File: src/rtl/axi_interconnect_crossbar_resp_demux_pkg.sv
// axi_interconnect_crossbar_resp_demux_pkg: shared constants and helper for the response demux
package axi_interconnect_crossbar_resp_demux_pkg;
  localparam int DROP_CNT_W = 16;
  localparam logic [DROP_CNT_W-1:0] DROP_CNT_MAX = 16'hFFFF;
  function automatic int log2(input int value);
    int r = 1;
    for (int v = value >> 1; v > 0; v = v >> 1) r++;
    return r;
  endfunction
endpackage

File: src/rtl/axi_interconnect_crossbar_resp_demux_if.sv
// axi_interconnect_crossbar_resp_demux_if: tagged response stream in, per-destination response ports out
interface axi_interconnect_crossbar_resp_demux_if
  import axi_interconnect_crossbar_resp_demux_pkg::*;
#(
  parameter int NUM_DEST = 4,
  parameter int WIDTH_RESPINFO = 48,
  parameter int WIDTH_DEST = log2(NUM_DEST - 1),
  parameter int WIDTH_LVL = 3
);
  logic [WIDTH_RESPINFO+WIDTH_DEST-1:0] s_resp_info;
  logic s_resp_valid;
  logic s_resp_ready;
  logic [NUM_DEST*WIDTH_RESPINFO-1:0] m_resp_info;
  logic [NUM_DEST-1:0] m_resp_valid;
  logic [NUM_DEST-1:0] m_resp_ready;
  logic [WIDTH_LVL-1:0] fifo_level;
  logic drop_err;
  logic [DROP_CNT_W-1:0] drop_cnt;
  modport slave (
    input s_resp_info, s_resp_valid, m_resp_ready,
    output s_resp_ready, m_resp_info, m_resp_valid, fifo_level, drop_err, drop_cnt
  );
  modport master (
    output s_resp_info, s_resp_valid, m_resp_ready,
    input s_resp_ready, m_resp_info, m_resp_valid, fifo_level, drop_err, drop_cnt
  );
endinterface

File: src/rtl/axi_interconnect_crossbar_resp_demux_sync_fifo.sv
// axi_interconnect_crossbar_resp_demux_sync_fifo: single-clock show-ahead FIFO with full/empty/level
module axi_interconnect_crossbar_resp_demux_sync_fifo #(
  parameter int WIDTH = 8,
  parameter int DEPTH = 4,
  parameter int WIDTH_LVL = $clog2(DEPTH) + 1
) (
  input  logic clk_i,
  input  logic rst_ni,
  input  logic wr_en_i,
  input  logic [WIDTH-1:0] wr_data_i,
  input  logic rd_en_i,
  output logic [WIDTH-1:0] rd_data_o,
  output logic full_o,
  output logic empty_o,
  output logic [WIDTH_LVL-1:0] level_o
);
  localparam int AW = $clog2(DEPTH);
  logic [AW:0] wr_ptr_q, wr_ptr_d, rd_ptr_q, rd_ptr_d;
  logic [WIDTH-1:0] mem_q [DEPTH];
  assign wr_ptr_d = wr_ptr_q + (AW+1)'(wr_en_i);
  assign rd_ptr_d = rd_ptr_q + (AW+1)'(rd_en_i);
  assign empty_o = wr_ptr_q == rd_ptr_q;
  assign full_o = (wr_ptr_q[AW] != rd_ptr_q[AW]) && (wr_ptr_q[AW-1:0] == rd_ptr_q[AW-1:0]);
  assign level_o = WIDTH_LVL'(wr_ptr_q - rd_ptr_q);
  assign rd_data_o = mem_q[rd_ptr_q[AW-1:0]];
  // pointer registers; the extra MSB tells full from empty after wrap
  always_ff @(posedge clk_i or negedge rst_ni) begin
    if (!rst_ni) begin
      wr_ptr_q <= '0;
      rd_ptr_q <= '0;
    end else begin
      wr_ptr_q <= wr_ptr_d;
      rd_ptr_q <= rd_ptr_d;
    end
  end
  // storage array, no reset needed since contents are only read when occupied
  always_ff @(posedge clk_i) begin
    if (wr_en_i) mem_q[wr_ptr_q[AW-1:0]] <= wr_data_i;
  end
endmodule

File: src/rtl/axi_interconnect_crossbar_resp_demux.sv
// axi_interconnect_crossbar_resp_demux: tag-routed response demux; AXI_IC_RESP_DEMUX_DROP_CNT_EN enables drop_cnt
module axi_interconnect_crossbar_resp_demux
  import axi_interconnect_crossbar_resp_demux_pkg::*;
#(
  parameter int NUM_DEST = 4,
  parameter int WIDTH_RESPINFO = 48,
  parameter int FIFO_DEPTH = 4,
  parameter int WIDTH_DEST = log2(NUM_DEST - 1),
  parameter int WIDTH_LVL = $clog2(FIFO_DEPTH) + 1
) (
  input logic clk_sys,
  input logic rst_n,
  axi_interconnect_crossbar_resp_demux_if.slave bus
);
  localparam int W = WIDTH_RESPINFO + WIDTH_DEST;
  logic [W-1:0] head;
  logic full, empty, out_fire, free, pop, head_ok, load, drop;
  logic out_valid_q, out_valid_d;
  logic [WIDTH_DEST-1:0] out_dest_q, out_dest_d;
  logic [WIDTH_RESPINFO-1:0] out_data_q, out_data_d;
  logic drop_err_q;
  axi_interconnect_crossbar_resp_demux_sync_fifo #(
    .WIDTH(W), .DEPTH(FIFO_DEPTH), .WIDTH_LVL(WIDTH_LVL)
  ) u_fifo (
    .clk_i(clk_sys), .rst_ni(rst_n),
    .wr_en_i(bus.s_resp_valid && !full), .wr_data_i(bus.s_resp_info),
    .rd_en_i(pop), .rd_data_o(head),
    .full_o(full), .empty_o(empty), .level_o(bus.fifo_level)
  );
  assign bus.s_resp_ready = !full;
  assign out_fire = out_valid_q && bus.m_resp_ready[out_dest_q];
  assign free = !out_valid_q || out_fire;
  assign head_ok = 32'(head[WIDTH_DEST-1:0]) < NUM_DEST;
  assign pop = !empty && free;
  assign load = pop && head_ok;
  assign drop = pop && !head_ok;
  // output stage next state: refill from a good head, otherwise hold or drain
  always_comb begin
    out_valid_d = free ? load : out_valid_q;
    out_dest_d = load ? head[WIDTH_DEST-1:0] : out_dest_q;
    out_data_d = load ? head[W-1:WIDTH_DEST] : out_data_q;
  end
  // output register and registered discard pulse
  always_ff @(posedge clk_sys or negedge rst_n) begin
    if (!rst_n) begin
      out_valid_q <= 1'b0;
      out_dest_q <= '0;
      out_data_q <= '0;
      drop_err_q <= 1'b0;
    end else begin
      out_valid_q <= out_valid_d;
      out_dest_q <= out_dest_d;
      out_data_q <= out_data_d;
      drop_err_q <= drop;
    end
  end
  for (genvar i = 0; i < NUM_DEST; i++) begin : g_valid
    assign bus.m_resp_valid[i] = out_valid_q && (32'(out_dest_q) == i);
  end
  assign bus.m_resp_info = {NUM_DEST{out_data_q}};
  assign bus.drop_err = drop_err_q;
`ifdef AXI_IC_RESP_DEMUX_DROP_CNT_EN
  logic [DROP_CNT_W-1:0] drop_cnt_q;
  // saturating count of discarded beats
  always_ff @(posedge clk_sys or negedge rst_n) begin
    if (!rst_n) drop_cnt_q <= '0;
    else drop_cnt_q <= (drop && drop_cnt_q != DROP_CNT_MAX) ? drop_cnt_q + 1'b1 : drop_cnt_q;
  end
  assign bus.drop_cnt = drop_cnt_q;
`else
  assign bus.drop_cnt = '0;
`endif
endmodule

File: src/flat_wrapper.sv
// flat-port wrapper written by rule: the top's interface ports become plain ports
module axi_interconnect_crossbar_resp_demux_flat import axi_interconnect_crossbar_resp_demux_pkg::*;
#(
  parameter int NUM_DEST = 4,
  parameter int WIDTH_RESPINFO = 48,
  parameter int FIFO_DEPTH = 4,
  parameter int WIDTH_DEST = log2(NUM_DEST - 1),
  parameter int WIDTH_LVL = $clog2(FIFO_DEPTH) + 1
)
  (clk_sys, rst_n, bus_s_resp_info, bus_s_resp_valid, bus_m_resp_ready, bus_s_resp_ready, bus_m_resp_info, bus_m_resp_valid, bus_fifo_level, bus_drop_err, bus_drop_cnt);
  axi_interconnect_crossbar_resp_demux_if #(.NUM_DEST(NUM_DEST), .WIDTH_RESPINFO(WIDTH_RESPINFO), .WIDTH_DEST(WIDTH_DEST), .WIDTH_LVL(WIDTH_LVL)) bus_i ();
  input logic clk_sys;
  input logic rst_n;
  input wire logic [$bits(bus_i.s_resp_info)-1:0] bus_s_resp_info;
  input wire logic [$bits(bus_i.s_resp_valid)-1:0] bus_s_resp_valid;
  input wire logic [$bits(bus_i.m_resp_ready)-1:0] bus_m_resp_ready;
  output wire logic [$bits(bus_i.s_resp_ready)-1:0] bus_s_resp_ready;
  output wire logic [$bits(bus_i.m_resp_info)-1:0] bus_m_resp_info;
  output wire logic [$bits(bus_i.m_resp_valid)-1:0] bus_m_resp_valid;
  output wire logic [$bits(bus_i.fifo_level)-1:0] bus_fifo_level;
  output wire logic [$bits(bus_i.drop_err)-1:0] bus_drop_err;
  output wire logic [$bits(bus_i.drop_cnt)-1:0] bus_drop_cnt;
  assign bus_i.s_resp_info = bus_s_resp_info;
  assign bus_i.s_resp_valid = bus_s_resp_valid;
  assign bus_i.m_resp_ready = bus_m_resp_ready;
  assign bus_s_resp_ready = bus_i.s_resp_ready;
  assign bus_m_resp_info = bus_i.m_resp_info;
  assign bus_m_resp_valid = bus_i.m_resp_valid;
  assign bus_fifo_level = bus_i.fifo_level;
  assign bus_drop_err = bus_i.drop_err;
  assign bus_drop_cnt = bus_i.drop_cnt;
  axi_interconnect_crossbar_resp_demux #(.NUM_DEST(NUM_DEST), .WIDTH_RESPINFO(WIDTH_RESPINFO), .FIFO_DEPTH(FIFO_DEPTH), .WIDTH_DEST(WIDTH_DEST), .WIDTH_LVL(WIDTH_LVL)) u_core (.clk_sys(clk_sys), .rst_n(rst_n), .bus(bus_i));
endmodule
File: config.mk
export PLATFORM = sky130hd
export DESIGN_NAME = axi_interconnect_crossbar_resp_demux_flat
export DESIGN_NICKNAME = d
export VERILOG_FILES = /design/src/rtl/axi_interconnect_crossbar_resp_demux_pkg.sv /design/src/rtl/axi_interconnect_crossbar_resp_demux_if.sv /design/src/rtl/axi_interconnect_crossbar_resp_demux_sync_fifo.sv /design/src/rtl/axi_interconnect_crossbar_resp_demux.sv /design/src/flat_wrapper.sv
export SDC_FILE = /design/constraint.sdc
export NUM_CORES = 1
export LEC_CHECK = 0
export CAP_MARGIN = 20
export CORE_MARGIN = 3
export CORE_UTILIZATION = 45
export CTS_BUF_LIST = sky130_fd_sc_hd__clkbuf_4
export CTS_CLUSTER_SIZE = 24
export DETAILED_ROUTE_END_ITERATION = 16
export DONT_BUFFER_PORTS = 1
export GPL_TIMING_DRIVEN = 1
export HOLD_SLACK_MARGIN = 0.05
export PLACE_DENSITY = 0.66
export SLEW_MARGIN = 15
export SYNTH_ARGS = -nofsm -noshare
export SYNTH_HDL_FRONTEND = slang
export SYNTH_SLANG_ARGS = --single-unit
File: constraint.sdc
create_clock -name clk_sys -period 6 [get_ports clk_sys]
set_clock_uncertainty 0.1 [all_clocks]
set_input_delay 0.3 -clock clk_sys [delete_from_list [all_inputs] [get_ports clk_sys]]
set_output_delay 0.3 -clock clk_sys [all_outputs]
set_load 0.05 [all_outputs]
==> summary.md <==
| Metric | Value |
|---|---|
| Synthesized flop and latch total | `257` |
| Synth Warn # | `0` |
| Wirelength per Cell | `20.0 µm` |
| Starting DRC count in detailed routing | `234` |
| Number of violations of the max-capacitance limit | `0` |
| Reg2reg end | `u_core.u_fifo.mem_q[0][20]` |
| Count of flip-flops with a built-in enable after synthesis | `200` |
| Area growth from synthesis to layout | `7.27%` |
| Clock-pin slew on the worst setup and hold paths | `0.07 ns` |
| Later-pin clock latency in the skew report | `0.62 ns` |
| Final Max Slew Viols | `0` |
| Finished Cell Area | `11,500 µm²` |
| Global-route wire length before repair | `28,900 µm` |
| Number of setup buffers added after CTS | `0` |
| Synthesized netlist cell count | `574` |
| Post-route ant nets | `0` |
| RSZ-0062 raised after global routing | `false` |
| Clk sinks | `257` |
| IO Pins | `274` |
| Sum of negative setup slack | `0 ns` |
| Sequential-to-total area share from yosys stat | `69.3%` |
| First-pass DRT Iterations | `4` |
| Max incr delay on CP | `0.82 ns` |
| Termination of the worst setup path | `bus_fifo_level[2]` |
| Internal reg-to-reg setup slack | `2.90 ns` |
| Number of nets in the layout | `612` |
| Drt via density | `5.01` |
| Floorplan die area | `25,700 µm²` |
| Worst path bufs/invs | `0` |
| Overflow after GRT | `0` |
| Fraction of final layout cells sized beyond drive strength 1 | `38.7%` |
| Crit path capture type | `primary output` |
| Final Cycle Share | `53.4%` |
| Portion of synthesized cell area occupied by the leading cell type | `56.0%` |
| Vias in the first global route | `5,152` |
| Cell Rows | `55` |
| Wirelength, routed | `18,300 µm` |
| Complex-gate fraction of the synthesized area | `0.0700%` |
| Horizontal extent of the die | `160 µm` |
| Antenna violations before repair | `1` |
| F_max | `312 MHz` |
| Critical Path Start | `u_core.u_fifo.rd_ptr_q[0]` |
| Biggest area contributors in the synthesized netlist | `edfxtp_1 (56%), dfrtp_1 (13%), buf_4 (11%)` |
| Reg2Reg Launch Point | `u_core.u_fifo.rd_ptr_q[0]` |
| Vert. Die Dim | `160 µm` |
| I/O Buffers | `0` |
| Worst setup path class | `flop to primary output` |
| Family with the most delay on the worst path | `XOR/XNOR gates` |
| Via Count | `4,581` |
| Cell type with the largest total area after synthesis | `edfxtp_1` |
| Period minus WS final | `3.20 ns` |
| Final cell count without fillers | `914` |
| GRT Resource Usage Total | `14.6%` |
| Initial Util | `46.5%` |
| Area of the mapped netlist | `10,700 µm²` |
| Mean instance size in the synthesized netlist | `18.7 µm²` |
| Total count of hold-check failures in the final report | `0` |
| DP Cell Count | `734` |
| Placed standard-cell area | `10,000 µm²` |
| CP Data Required Time | `5.60 ns` |
| Crit path launch type | `flop` |
| Clock tree from TritonCTS | `built` |
| Clock buffer count from CTS | `68` |
| Critical Path, Cell by Cell | `ha_1 -> fa_1 -> xor2_1` |
| Simple-gate area share of the yosys netlist | `0.980%` |
| DRC viols | `0` |
| Utilization of the core after routing | `49.9%` |
| Top flip-flop cell by instance count after synthesis | `edfxtp_1` |
| Combinational family with the most area after synthesis | `multiplexers` |
| Maximum number of pins on one net before global-route repair | `58` |
| Multiplexer share of the synthesized area | `15.8%` |
| Slowest cell on the critical path | `xor2_1` |
| XOR/XNOR Fraction of Synth Area | `0.327%` |
| RD Place Congestion | `0.687` |
| Adder-cell share of the synthesized area | `0.887%` |
| Post-detail-place hpwl | `11,100 µm` |
| Worst Tran Pin Value | `1.01 ns` |
| Normalized max-slew margin | `32.5%` |
| Cell variety after synth | `25` |
| Number of H-tree levels | `3` |
| Fraction of registers with async set or reset after synthesis | `22.2%` |
| Total stage count of the critical path | `3` |
| Total core area | `23,100 µm²` |
| Maximum fanout count along the critical path | `17` |
| Signal arrival time at the worst endpoint | `2.80 ns` |
| FF-to-FF path depth | `5` |
| Clk root buf | `clkbuf_4` |
| Class of the tightest hold or removal check | `input pin to async pin` |
| Number of buffers on the longest clock path | `3` |
| Result of the run | `finished clean` |
| Final setup violating endpoints | `0` |
## layout make-up
type,count,area (µm²)
Inverter,7,26.3
Clock inverter,9,35.0
Clock buffer,113,848
Fill cell,1902,11600
Timing Repair Buffer,66,673
Antenna cell,1,2.50
Multi-Input combinational cell,148,2030
Sequential cell,257,7500
Tap cell,313,392
## how the worst min path moves through the flow
| stage | from | endpoint | slack, ns | cells past startpoint |
|---|---|---|---|---|
| 5_1_grt | rst_n | u_core.out_data_q[15] | 0.1 | 2 |
| 6_report | rst_n | u_core.out_data_q[28] | 0.13 | 2 |
| 2_1_floorplan | rst_n | u_core.out_data_q[0] | -0.1 | 0 |
| 3_3_place_gp | rst_n | u_core.out_data_q[47] | -0.09 | 0 |
| 4_1_cts | rst_n | u_core.out_data_q[20] | 0.08 | 2 |
| 3_5_place_dp | rst_n | u_core.out_data_q[25] | -0.09 | 0 |
## registers in the layout, summed over array words and instances, names as in the netlist
name                    cells
u_core.out_dest_q           2
u_core.u_fifo.wr_ptr_q      3
u_core.out_valid_q          1
u_core.out_data_q          48
u_core.u_fifo.rd_ptr_q      3
u_core.u_fifo.mem_q       200
## metal layers
metal / up-vias / global-route usage [%] / part of all wire (%)
li1: 1972 / - / -
met1: 2329 / 18.4 / 40
met2: 239 / 23.4 / 50
met3: 41 / 4.80 / 7.4
met4: 0 / 6.04 / 2.1
met5: - / 0 / 0
## cells by family (layout without fill, tap and decap cells)
logic type	Yosys count	after routing
compound gates	1	1
xor+xnor	4	4
fa+ha+maj	7	7
buf+inv	185	195
flops	257	257
mux	101	101
other cells	1	18
simple gates	18	18
## repair_timing
item | in CTS | in global routing
endpoints found under the hold margin | 259 | 0
gates resized for setup | 0 | 0
hold buffers | 56 | 0
## through the flow
stage / setup slack [ns] / hold WS, ns
5_1_grt: 2.66 / 0.0982
4_1_cts: 2.27 / 0.0849
3_3_place_gp: 2.37 / -0.0918
2_1_floorplan: 0.0861 / -0.0956
6_report: 2.80 / 0.126
3_5_place_dp: 2.30 / -0.0922
## cell usage after synthesis (3+ instances only)
master,count
clkbuf_1,7
edfxtp_1,200
buf_2,5
buf_6,5
mux2_1,49
inv_1,7
buf_4,161
nor3_1,4
nor2_1,3
dfrtp_1,57
and2_1,3
xor2_1,4
nand2_1,3
ha_1,6
mux4_2,50
## cell usage in the layout, fill, tap and decap left out, drive strengths merged
cell           n
fa             1
and3           1
nor2           3
clkinv         8
mux2i          1
a211oi         1
diode          1
nand2b         1
and2           3
mux4          50
edfxtp       200
nor3b          1
inv            8
dlygate4sd3   55
nand3b         1
ha             6
clkbuf       113
xor2           4
conb          17
dfrtp         57
nor3           4
nand2          3
mux2          50
nand3          1
buf           11
Power is not shown: default switching activity piles up to over one toggle a cycle in this logic, so the estimate is an artifact.
